[config.mk]
export PLATFORM = sky130hd
export DESIGN_NAME = proc_core_fsm_flat
export DESIGN_NICKNAME = d
export VERILOG_FILES = /design/src/rtl/proc_pkg.sv /design/src/rtl/proc_core_fsm_if.sv /design/src/rtl/proc_alu.sv /design/src/rtl/proc_core_fsm.sv /design/src/flat_wrapper.sv
export SDC_FILE = /design/constraint.sdc
export NUM_CORES = 2
export LEC_CHECK = 0
export BUFFER_PORTS_ARGS = -buffer_cell sky130_fd_sc_hd__buf_2
export CORE_UTILIZATION = 52
export CTS_BUF_LIST = sky130_fd_sc_hd__clkbuf_4 sky130_fd_sc_hd__clkbuf_8
export DETAILED_ROUTE_END_ITERATION = 10
export PLACE_DENSITY_LB_ADDON = 0.12
export SLEW_MARGIN = 20
export SYNTH_ARGS = -nofsm -noshare
export SYNTH_HDL_FRONTEND = slang
export SYNTH_HIERARCHICAL = 1
export SYNTH_SLANG_ARGS = --single-unit
[constraint.sdc]
create_clock -name clk -period 18.3 [get_ports clk]
set_input_delay 0.915 -clock clk [delete_from_list [all_inputs] [get_ports clk]]
set_output_delay 0.915 -clock clk [all_outputs]
set_load 0.05 [all_outputs]
[src/rtl/proc_pkg.sv]
// rtl/proc_pkg.sv - opcodes, instruction field positions, FSM states and flag indices
package proc_pkg;

  localparam logic [4:0] OP_MOVSGPR  = 5'b00000;
  localparam logic [4:0] OP_MOV      = 5'b00001;
  localparam logic [4:0] OP_ADD      = 5'b00010;
  localparam logic [4:0] OP_SUB      = 5'b00011;
  localparam logic [4:0] OP_MUL      = 5'b00100;
  localparam logic [4:0] OP_OR       = 5'b00101;
  localparam logic [4:0] OP_AND      = 5'b00110;
  localparam logic [4:0] OP_XOR      = 5'b00111;
  localparam logic [4:0] OP_XNOR     = 5'b01000;
  localparam logic [4:0] OP_NAND     = 5'b01001;
  localparam logic [4:0] OP_NOR      = 5'b01010;
  localparam logic [4:0] OP_NOT      = 5'b01011;
  localparam logic [4:0] OP_STOREREG = 5'b01101;
  localparam logic [4:0] OP_STOREDIN = 5'b01110;
  localparam logic [4:0] OP_SENDDOUT = 5'b01111;
  localparam logic [4:0] OP_SENDREG  = 5'b10001;
  localparam logic [4:0] OP_JMP      = 5'b10010;
  localparam logic [4:0] OP_JC       = 5'b10011;
  localparam logic [4:0] OP_JS       = 5'b10100;
  localparam logic [4:0] OP_JZ       = 5'b10101;
  localparam logic [4:0] OP_JV       = 5'b10110;
  localparam logic [4:0] OP_HALT     = 5'b11011;

  localparam int IR_OP_HI    = 31;
  localparam int IR_OP_LO    = 27;
  localparam int IR_RDST_HI  = 26;
  localparam int IR_RDST_LO  = 22;
  localparam int IR_RSRC1_HI = 21;
  localparam int IR_RSRC1_LO = 17;
  localparam int IR_IMM      = 16;
  localparam int IR_RSRC2_HI = 15;
  localparam int IR_RSRC2_LO = 11;
  localparam int IR_ISRC_HI  = 15;
  localparam int IR_ISRC_LO  = 0;

  localparam int FLAG_C = 0;
  localparam int FLAG_V = 1;
  localparam int FLAG_Z = 2;
  localparam int FLAG_S = 3;

  typedef enum logic [2:0] {
    ST_IDLE, ST_FETCH, ST_EXEC, ST_WAIT, ST_NEXT, ST_HALT
  } state_t;

  // Only the arithmetic/logic group (add..not) updates the flag register.
  function automatic logic sets_flags(input logic [4:0] op);
    return (op >= OP_ADD) && (op <= OP_NOT);
  endfunction

endpackage

[src/rtl/proc_core_fsm_if.sv]
// rtl/proc_core_fsm_if.sv - control, program-load and data bus bundle of the core
interface proc_core_fsm_if #(
  parameter int DATA_W = 16,
  parameter int PC_W   = 4
);
  logic              start;
  logic              imem_we;
  logic [PC_W-1:0]   imem_waddr;
  logic [31:0]       imem_wdata;
  logic [DATA_W-1:0] din;
  logic [DATA_W-1:0] dout;
  logic              dout_valid;
  logic              halted;
  logic [PC_W-1:0]   pc;
  logic [3:0]        flags;

  modport master (
    output start, imem_we, imem_waddr, imem_wdata, din,
    input  dout, dout_valid, halted, pc, flags
  );

  modport slave (
    input  start, imem_we, imem_waddr, imem_wdata, din,
    output dout, dout_valid, halted, pc, flags
  );
endinterface

[src/rtl/proc_alu.sv]
// rtl/proc_alu.sv - combinational ALU: result, multiply high half and flags
module proc_alu
  import proc_pkg::*;
#(
  parameter int DATA_W = 16
) (
  input  logic [4:0]        op,
  input  logic [DATA_W-1:0] a,
  input  logic [DATA_W-1:0] b,
  output logic [DATA_W-1:0] result,
  output logic [DATA_W-1:0] hi,
  output logic [3:0]        flags
);
  localparam int M = DATA_W - 1;

  logic [DATA_W:0]     sum;
  logic [2*DATA_W-1:0] prod;

  always_comb begin
    result = '0;
    hi     = '0;
    flags  = '0;
    sum    = '0;
    prod   = '0;
    case (op)
      OP_ADD: begin
        sum           = {1'b0, a} + {1'b0, b};
        result        = sum[DATA_W-1:0];
        flags[FLAG_C] = sum[DATA_W];
        flags[FLAG_V] = (a[M] == b[M]) && (result[M] != a[M]);
      end
      OP_SUB: begin
        // Bit DATA_W of the widened difference is the borrow.
        sum           = {1'b0, a} - {1'b0, b};
        result        = sum[DATA_W-1:0];
        flags[FLAG_C] = sum[DATA_W];
        flags[FLAG_V] = (a[M] != b[M]) && (result[M] != a[M]);
      end
      OP_MUL: begin
        prod   = (2*DATA_W)'(a) * (2*DATA_W)'(b);
        result = prod[DATA_W-1:0];
        hi     = prod[2*DATA_W-1:DATA_W];
      end
      OP_OR:   result = a | b;
      OP_AND:  result = a & b;
      OP_XOR:  result = a ^ b;
      OP_XNOR: result = ~(a ^ b);
      OP_NAND: result = ~(a & b);
      OP_NOR:  result = ~(a | b);
      OP_NOT:  result = ~a;
      default: ;
    endcase
    flags[FLAG_S] = (op == OP_MUL) ? hi[M] : result[M];
    flags[FLAG_Z] = (op == OP_MUL) ? (prod == '0) : (result == '0);
  end
endmodule

[src/rtl/proc_core_fsm.sv]
// rtl/proc_core_fsm.sv - multi-cycle fetch/execute/next processor core
module proc_core_fsm
  import proc_pkg::*;
#(
  parameter int DATA_W     = 16,
  parameter int NUM_GPR    = 32,
  parameter int IMEM_DEPTH = 16,
  parameter int DMEM_DEPTH = 16,
  parameter int EXEC_DELAY = 2
) (
  input  logic           clk,
  input  logic           sys_rst,
  proc_core_fsm_if.slave bus
);
  localparam int PC_W   = $clog2(IMEM_DEPTH);
  localparam int DA_W   = $clog2(DMEM_DEPTH);
  localparam int WCNT_W = (EXEC_DELAY > 1) ? $clog2(EXEC_DELAY) : 1;

  state_t              state, state_nxt;
  logic [PC_W-1:0]     pc_q;
  logic [31:0]         ir;
  logic [DATA_W-1:0]   sgpr, dout_q;
  logic                dout_valid_q;
  logic [3:0]          flags_q;
  logic [WCNT_W-1:0]   wcnt;

  logic [31:0]         imem [IMEM_DEPTH];
  logic [DATA_W-1:0]   gpr  [NUM_GPR];
  logic [DATA_W-1:0]   dmem [DMEM_DEPTH];

  logic [4:0]          op, rdst, rsrc1, rsrc2;
  logic                imm_mode;
  logic [15:0]         isrc;
  logic [DA_W-1:0]     daddr;
  logic [DATA_W-1:0]   imm_ext, src_a, src_b, alu_res, alu_hi, gpr_wdata;
  logic [3:0]          alu_flags;
  logic                gpr_we, taken, imem_wr_ok;
  logic [PC_W-1:0]     pc_inc;

  assign op       = ir[IR_OP_HI:IR_OP_LO];
  assign rdst     = ir[IR_RDST_HI:IR_RDST_LO];
  assign rsrc1    = ir[IR_RSRC1_HI:IR_RSRC1_LO];
  assign imm_mode = ir[IR_IMM];
  assign rsrc2    = ir[IR_RSRC2_HI:IR_RSRC2_LO];
  assign isrc     = ir[IR_ISRC_HI:IR_ISRC_LO];
  assign daddr    = isrc[DA_W-1:0];
  assign imm_ext  = DATA_W'(isrc);

  // Registers beyond NUM_GPR read as zero.
  function automatic logic [DATA_W-1:0] rd_gpr(input logic [4:0] idx);
    return (int'(idx) < NUM_GPR) ? gpr[idx] : '0;
  endfunction

  assign src_a = (op == OP_NOT && imm_mode) ? imm_ext : rd_gpr(rsrc1);
  assign src_b = imm_mode ? imm_ext : rd_gpr(rsrc2);

  proc_alu #(.DATA_W(DATA_W)) u_alu (
    .op     (op),
    .a      (src_a),
    .b      (src_b),
    .result (alu_res),
    .hi     (alu_hi),
    .flags  (alu_flags)
  );

  always_comb begin
    gpr_we    = 1'b0;
    gpr_wdata = alu_res;
    if (op == OP_MOVSGPR) begin
      gpr_we    = 1'b1;
      gpr_wdata = sgpr;
    end else if (op == OP_MOV) begin
      gpr_we    = 1'b1;
      gpr_wdata = imm_mode ? imm_ext : rd_gpr(rsrc1);
    end else if (op == OP_SENDREG) begin
      gpr_we    = 1'b1;
      gpr_wdata = dmem[daddr];
    end else if (sets_flags(op)) begin
      gpr_we    = 1'b1;
    end
  end

  always_comb begin
    case (op)
      OP_JMP:  taken = 1'b1;
      OP_JC:   taken = flags_q[FLAG_C];
      OP_JS:   taken = flags_q[FLAG_S];
      OP_JZ:   taken = flags_q[FLAG_Z];
      OP_JV:   taken = flags_q[FLAG_V];
      default: taken = 1'b0;
    endcase
  end

  assign pc_inc     = (pc_q == PC_W'(IMEM_DEPTH - 1)) ? '0 : pc_q + 1'b1;
  assign imem_wr_ok = bus.imem_we && (state == ST_IDLE || state == ST_HALT);

  always_ff @(posedge clk or negedge sys_rst) begin
    if (!sys_rst) state <= ST_IDLE;
    else          state <= state_nxt;
  end

  always_comb begin
    state_nxt = state;
    case (state)
      ST_IDLE, ST_HALT: if (bus.start) state_nxt = ST_FETCH;
      ST_FETCH:         state_nxt = ST_EXEC;
      ST_EXEC: begin
        if (op == OP_HALT)        state_nxt = ST_HALT;
        else if (EXEC_DELAY == 0) state_nxt = ST_NEXT;
        else                      state_nxt = ST_WAIT;
      end
      ST_WAIT:  if (wcnt == WCNT_W'(EXEC_DELAY - 1)) state_nxt = ST_NEXT;
      ST_NEXT:  state_nxt = ST_FETCH;
      default:  state_nxt = ST_IDLE;
    endcase
  end

  // Storage arrays carry no reset; they are only written from EXEC or while stopped.
  always_ff @(posedge clk) begin
    if (state == ST_EXEC) begin
      if (gpr_we && int'(rdst) < NUM_GPR) gpr[rdst] <= gpr_wdata;
      if (op == OP_STOREREG) dmem[daddr] <= rd_gpr(rsrc1);
      if (op == OP_STOREDIN) dmem[daddr] <= bus.din;
    end
    if (imem_wr_ok) imem[bus.imem_waddr] <= bus.imem_wdata;
  end

  always_ff @(posedge clk or negedge sys_rst) begin
    if (!sys_rst) begin
      pc_q         <= '0;
      ir           <= '0;
      sgpr         <= '0;
      dout_q       <= '0;
      dout_valid_q <= 1'b0;
      flags_q      <= '0;
      wcnt         <= '0;
    end else begin
      dout_valid_q <= 1'b0;
      case (state)
        ST_IDLE, ST_HALT: if (bus.start) pc_q <= '0;
        ST_FETCH: ir <= imem[pc_q];
        ST_EXEC: begin
          if (sets_flags(op)) flags_q <= alu_flags;
          if (op == OP_MUL) sgpr <= alu_hi;
          if (op == OP_SENDDOUT) begin
            dout_q       <= dmem[daddr];
            dout_valid_q <= 1'b1;
          end
          wcnt <= '0;
        end
        ST_WAIT: wcnt <= wcnt + 1'b1;
        ST_NEXT: pc_q <= taken ? isrc[PC_W-1:0] : pc_inc;
        default: ;
      endcase
    end
  end

  assign bus.dout       = dout_q;
  assign bus.dout_valid = dout_valid_q;
  assign bus.halted     = (state == ST_HALT);
  assign bus.pc         = pc_q;
  assign bus.flags      = flags_q;
endmodule

[src/flat_wrapper.sv]
// flat-port wrapper written by rule: the top's interface ports become plain ports
module proc_core_fsm_flat import proc_pkg::*;
#(
  parameter int DATA_W     = 16,
  parameter int NUM_GPR    = 32,
  parameter int IMEM_DEPTH = 16,
  parameter int DMEM_DEPTH = 16,
  parameter int EXEC_DELAY = 2
)
  (clk, sys_rst, bus_start, bus_imem_we, bus_imem_waddr, bus_imem_wdata, bus_din, bus_dout, bus_dout_valid, bus_halted, bus_pc, bus_flags);
  proc_core_fsm_if #(.DATA_W(DATA_W), .PC_W(4)) bus_i ();
  input  logic clk;
  input  logic sys_rst;
  input wire logic [$bits(bus_i.start)-1:0] bus_start;
  input wire logic [$bits(bus_i.imem_we)-1:0] bus_imem_we;
  input wire logic [$bits(bus_i.imem_waddr)-1:0] bus_imem_waddr;
  input wire logic [$bits(bus_i.imem_wdata)-1:0] bus_imem_wdata;
  input wire logic [$bits(bus_i.din)-1:0] bus_din;
  output wire logic [$bits(bus_i.dout)-1:0] bus_dout;
  output wire logic [$bits(bus_i.dout_valid)-1:0] bus_dout_valid;
  output wire logic [$bits(bus_i.halted)-1:0] bus_halted;
  output wire logic [$bits(bus_i.pc)-1:0] bus_pc;
  output wire logic [$bits(bus_i.flags)-1:0] bus_flags;
  assign bus_i.start = bus_start;
  assign bus_i.imem_we = bus_imem_we;
  assign bus_i.imem_waddr = bus_imem_waddr;
  assign bus_i.imem_wdata = bus_imem_wdata;
  assign bus_i.din = bus_din;
  assign bus_dout = bus_i.dout;
  assign bus_dout_valid = bus_i.dout_valid;
  assign bus_halted = bus_i.halted;
  assign bus_pc = bus_i.pc;
  assign bus_flags = bus_i.flags;
  proc_core_fsm #(.DATA_W(DATA_W), .NUM_GPR(NUM_GPR), .IMEM_DEPTH(IMEM_DEPTH), .DMEM_DEPTH(DMEM_DEPTH), .EXEC_DELAY(EXEC_DELAY)) u_core (.clk(clk), .sys_rst(sys_rst), .bus(bus_i));
endmodule
# Yosys cells after proc, flatten, opt, wreduce, memory -nomap -nowiden
# Memories as Yosys holds them, arrays and structs flattened. A register that Yosys moved wholly into a read port is not among the register bits.
# Cells that the tools add are included.
# W data, S select, Z words.
# totals
ff_bits	45
mem_bits_rw	1280
in_bits	56
n_memories	3
# mem_list
name	words	word_bits	read_ports	rd_ports_with_merged_regs	wr	line	rtl
u_core.gpr	32	16	2	0	1	proc_core_fsm.sv:28	logic [DATA_W-1:0] gpr [NUM_GPR];
u_core.imem	16	32	1	1	1	proc_core_fsm.sv:27	logic [31:0] imem [IMEM_DEPTH];
u_core.dmem	16	16	1	0	1	proc_core_fsm.sv:29	logic [DATA_W-1:0] dmem [DMEM_DEPTH];
# classes
add_sub_neg	4
mul	1
n_lt_le_gt_ge	2
n_eq_ne	33
n_mux	39
bitwise	8
reduce_logical	19
# ops
operator	n
$pmux W16 S10	1
$mux W16	7
$not A16 Y16	4
$eq A5 B4 Y1 const B	7
$eq A5 B5 Y1 const B	7
$logic_not A32 Y1	1
$mul A16 B16 Y32	1
$mux W32	1
$eq A5 B3 Y1 const B	4
$mux W1	19
$add A16 B16 Y17	1
$sub A16 B16 Y17	1
$and A16 B16 Y16	1
$logic_not A16 Y1	1
$or A16 B16 Y16	1
$xor A16 B16 Y16	1
$pmux W3 S5	1
$mux W4	3
$eq A5 B2 Y1 const B	2
$reduce_and A2 Y1	5
$mux W3	3
$pmux W4 S2	1
$eq A3 B2 Y1 const B	2
$eq A3 B3 Y1 const B	2
22 further kinds	29

# Longest topological paths before layout
# logic_depth
depth_word	9
mapped_depth	37

# Modules after synthesis
# The synthesis kept the hierarchy.
# by_module_without_submodules
module	instances	cells_each	area_per_inst_um2
proc_core_fsm	1	2956	56964.6
proc_alu	1	1491	11461.0

# Worst setup path before layout
# OpenSTA, ideal clock, no wires.
# synth_path
path_type	reg2reg
from	reg u_core.ir[12], read port of u_core.imem
to	reg u_core.flags_q[2], in the netlist u_core/bus.flags[2]
setup_ns	0.125
arrival_ns	8.340
t_required_ns	18.175
setup_slack_ns	9.835
stages_incl_launch_ff	31
path_buffers	4
period_less_slack_ns	8.465
path_cell_list	dfrtp_1 buf_2 clkbuf_1 clkbuf_1 mux4_2 mux4_2 nand2_1 nand2_1 inv_1 clkbuf_1 nor2_1 fa_1 fa_1 fa_1 fa_1 fa_1 inv_1 fa_1 inv_1 ha_1 a211oi_1 o211ai_1 or4_1 a211oi_1 nor3_1 a41oi_1 xnor2_1 nand2_1 o211a_1 a31o_1 mux2_2
# synth_via
elab_chain_cells	7
word_cells_on_any_way	18
# synth_rtl
item	line	rtl
from (decl)	proc_core_fsm.sv:21	logic [31:0] ir;
$mem_v2 Z32 W16 *	--	
$mux W16 *	proc_core_fsm.sv:55	assign src_b = imm_mode ? imm_ext : rd_gpr(rsrc2);
named net u_core.src_b[13]	proc_core_fsm.sv:35	logic [DATA_W-1:0] imm_ext, src_a, src_b, alu_res, alu_hi, gpr_wdata;
branches (longest 4 deep; another with $mul A16 B16 Y32)	--	
$mux W1 *	proc_alu.sv:54	flags[FLAG_Z] = (op == OP_MUL) ? (prod == '0) : (result == '0);
named net u_core.alu_flags[2]	proc_core_fsm.sv:36	logic [3:0] alu_flags;
to (signal assigned)	proc_core_fsm.sv:143	if (sets_flags(op)) flags_q <= alu_flags;
to (decl)	proc_core_fsm.sv:24	logic [3:0] flags_q;
# Mark *: on every way through the listed nets, which the timed path passes.
# A chain may end at the register's enable or synchronous reset.

# Final worst setup path
# layout_path
from	reg u_core.ir[18], read port of u_core.imem
to	mem u_core.gpr[13][15], data pin
# layout_via
word_cells_on_any_way	17
# layout_rtl
item	line	rtl
$mem_v2 Z32 W16 *	--	
$mux W16 *	proc_core_fsm.sv:54	assign src_a = (op == OP_NOT && imm_mode) ? imm_ext : rd_gpr(rsrc1);
named net u_core.src_a[2]	proc_core_fsm.sv:35	
$mul A16 B16 Y32 (tied with other cells)	proc_alu.sv:40	prod = (2*DATA_W)'(a) * (2*DATA_W)'(b);
$pmux W16 S10 *	proc_alu.sv:25	case (op)
named net u_core.alu_res[15]	proc_core_fsm.sv:35	
$mux W16 *	proc_core_fsm.sv:75	end else if (op == OP_SENDREG) begin
$mux W16 *	proc_core_fsm.sv:72	end else if (op == OP_MOV) begin
$mux W16 *	proc_core_fsm.sv:69	if (op == OP_MOVSGPR) begin
named net u_core.gpr_wdata[15]	proc_core_fsm.sv:35	
to (decl)	proc_core_fsm.sv:28	
# The timed path passes the listed nets; every way through them passes the cells marked *.

==> flow_metrics.tcl <==
set metrics [dict create \
    status "complete, no violations" \
    yosysMostFrequentCell "edfxtp_1" \
    clock-root-buffer "clkbuf_8" \
    finClkSkew_ps 44.5 \
    syn_to_final_growth_pct 10.6 \
    seq_area_frac_synth_pct 59.0 \
    fin_setup_tns_ps 0 \
    fin_nets 5023 \
    grt_pass1_vias 42000 \
    start_util_pct 52.6 \
    cp_slowest_stage_delay_ps 940 \
    end_kind "register" \
    grt_pass1_wl_um 288000 \
    die_h_um 365 \
    muxShareOfSynthArea_pct 17.5 \
    yosys.area_share.simple_pct 5.11 \
    syn-mean-instance-area_um2 15.4 \
    dp.final_hpwl_um 126000 \
    synth-edff-count 1280 \
    crit_path_start_kind "register" \
    drt_iter0_markers 4827 \
    hold-worst-slack_ps 307 \
    numCtsBuffers 207 \
    arrival_ps 12800 \
    worst_slew_pin_slew_ps 1200 \
    drt-total-wl_um 199000 \
    hold_viol 0 \
    fill_cells 10100 \
    ios 82 \
    synth_top_family_by_area "multiplexers" \
    synth_seq_cells 1357 \
    clk_pin_slew_ps 60 \
    yosys.area_share.xor_xnor_pct 0.448 \
    post_cts_buffers 0 \
    drc_errors 0 \
    crit_top_cell "fa_1" \
    vias_per_cell 6.39 \
    cp.required_ps 18820 \
    cts_tree "built" \
    synthAdderAreaFrac_pct 8.53 \
    grt_max_degree 114 \
    ant_nets 0 \
    crit_path_max_fanout 113 \
    cap_violations 0 \
    firstDrtPassIters 7 \
    setup_violations 0 \
    synth_compound_area_share_pct 5.98 \
    yosys.area.top_type "edfxtp_1" \
    synth_ff_type "edfxtp_1" \
    vias 41800 \
    die_w_um 365 \
    place_congestion 0.935 \
    port_buffers 81 \
    fin_crit_ps 12280 \
    synth_commonest_cells "edfxtp_1, mux4_2, mux2i_1, nand2_1, nor2_1" \
    synth.area.top_cells "edfxtp_1, mux4_2, fa_1" \
    synth.distinct_cells 79 \
    syn_nets 4852 \
    slew_violations 0 \
    fp.coreArea_um2 130000 \
    slowest_stage "buf_4" \
    relSlewSlack_pct 19.6 \
    rsz0062_at_grt "false" \
    clock.fmax_ghz 0.0814 \
    routedWlPerCell_um 30.4 \
    cts.sink_count 1357 \
    grt-ovfl-total 0 \
    syn_area_um2 68400 \
    antenna_found_initial 17 \
    period_share_pct 67.1 \
    syn-instance-count 4447 \
    min_path_type "in -> reg" \
    worstSetupPathType "reg -> reg" \
    yosysWarnings 6 \
    rows 132 \
    grt_usage_pct 30.3 \
    clk_latency_ps 930 \
    clockBufferDepth 3 \
    htree_levels 4 \
    multi_input_area_um2 26200 \
    async_reset_ff_share_pct 5.67 \
    drive_above_1_share_pct 23.9 \
    dieArea_um2 133000 \
    seq_area_um2 40400 \
    synthDominantCellAreaShare_pct 56.2 \
]
## timing repair
action                                 4_1_cts  5_1_grt
gates resized for setup                      0        0
endpoints found under the hold margin       34        0
hold buffers                                 1        0
## per-stage QoR
stage	util (%)	setup WS, ps	cell area [µm²]	std cells
after CTS	58.2	6260	75600	6538
after detailed placement	54.9	6330	71400	6150
after floorplan	-	9840	68400	4447
after global routing	58.2	5440	75700	6540
after global placement	54.9	6270	71300	6150
final	58.2	6020	75700	6542
## cells in the final DEF, fill, tap and decap left out, types with 20 or more instances in the layout
cell type,instances
o21ai_0,52
buf_4,145
clkbuf_8,224
buf_2,80
mux4_2,358
ha_1,153
nor2_1,236
o22ai_1,134
edfxtp_1,1280
a221o_1,20
xnor2_1,25
nand3_1,25
a22oi_1,128
nand2_1,311
mux2_2,71
mux2i_1,311
nor2_4,22
clkinv_2,32
a21oi_1,92
fa_1,196
clkbuf_4,73
nor2_2,37
clkinv_1,42
dfrtp_1,67
inv_1,285
## worst max-delay path, delay by kind of cell (launching register included)
kind	cells	cell delay, ps
fa+ha+maj	7	2890
compound gates	12	4210
mux	1	160
flops	1	920
simple gates	5	1040
buf+inv	6	2410
## path summary, 6_finish.rpt
check | start | cells after the start | to | slack (ps)
min in group asynchronous | sys_rst | 2 | u_core/bus.dout[14] | 560
max | u_core/ir[18] | 31 | u_core/gpr[13][15] | 6020
max in group asynchronous | sys_rst | 3 | u_core/ir[11] | 16570
min reg2reg | u_core/bus.dout[7] | 1 | u_core/bus.dout[7] | 510
max reg2reg | u_core/ir[18] | 31 | u_core/gpr[13][15] | 6020
min | bus_start | 3 | u_core/state[2] | 310
## metal layers
metal | share of wire (%) | GRT usage (%)
met1 | 41 | 42.7
met2 | 46 | 46.8
met3 | 9.1 | 6.40
met4 | 3.5 | 10.7
met5 | 0.067 | 0
## area by class of cell
| type | instances | share of cell area, % |
|---|---|---|
| sequential | 1357 | 53.4 |
| multi-input combinational | 2530 | 34.6 |
| clock buffer | 297 | 4.80 |
| tap | 1742 | 2.88 |
| timing repair buffer | 229 | 2.06 |
| inverter | 293 | 1.45 |
| clock inverter | 90 | 0.838 |
| antenna | 4 | 0.0132 |
## state kept, by name, summed over array words and instances (netlist names), 3 cells and up
| register | cells |
|---|---|
| u_core/dmem | 256 |
| u_core/imem | 512 |
| u_core/state | 3 |
| u_core/sgpr | 16 |
| u_core/bus.dout | 16 |
| u_core/ir | 32 |
| u_core/gpr | 512 |
| u_core/bus.pc | 4 |
| u_core/bus.flags | 4 |
## kinds of logic after synthesis
kind of cell	Yosys count
flops	1357
xor+xnor	35
simple gates	795
compound gates	611
fa+ha+maj	349
mux	740
buf+inv	560
Power is not shown: default switching activity piles up to over one toggle a cycle in this logic, so the estimate is an artifact.
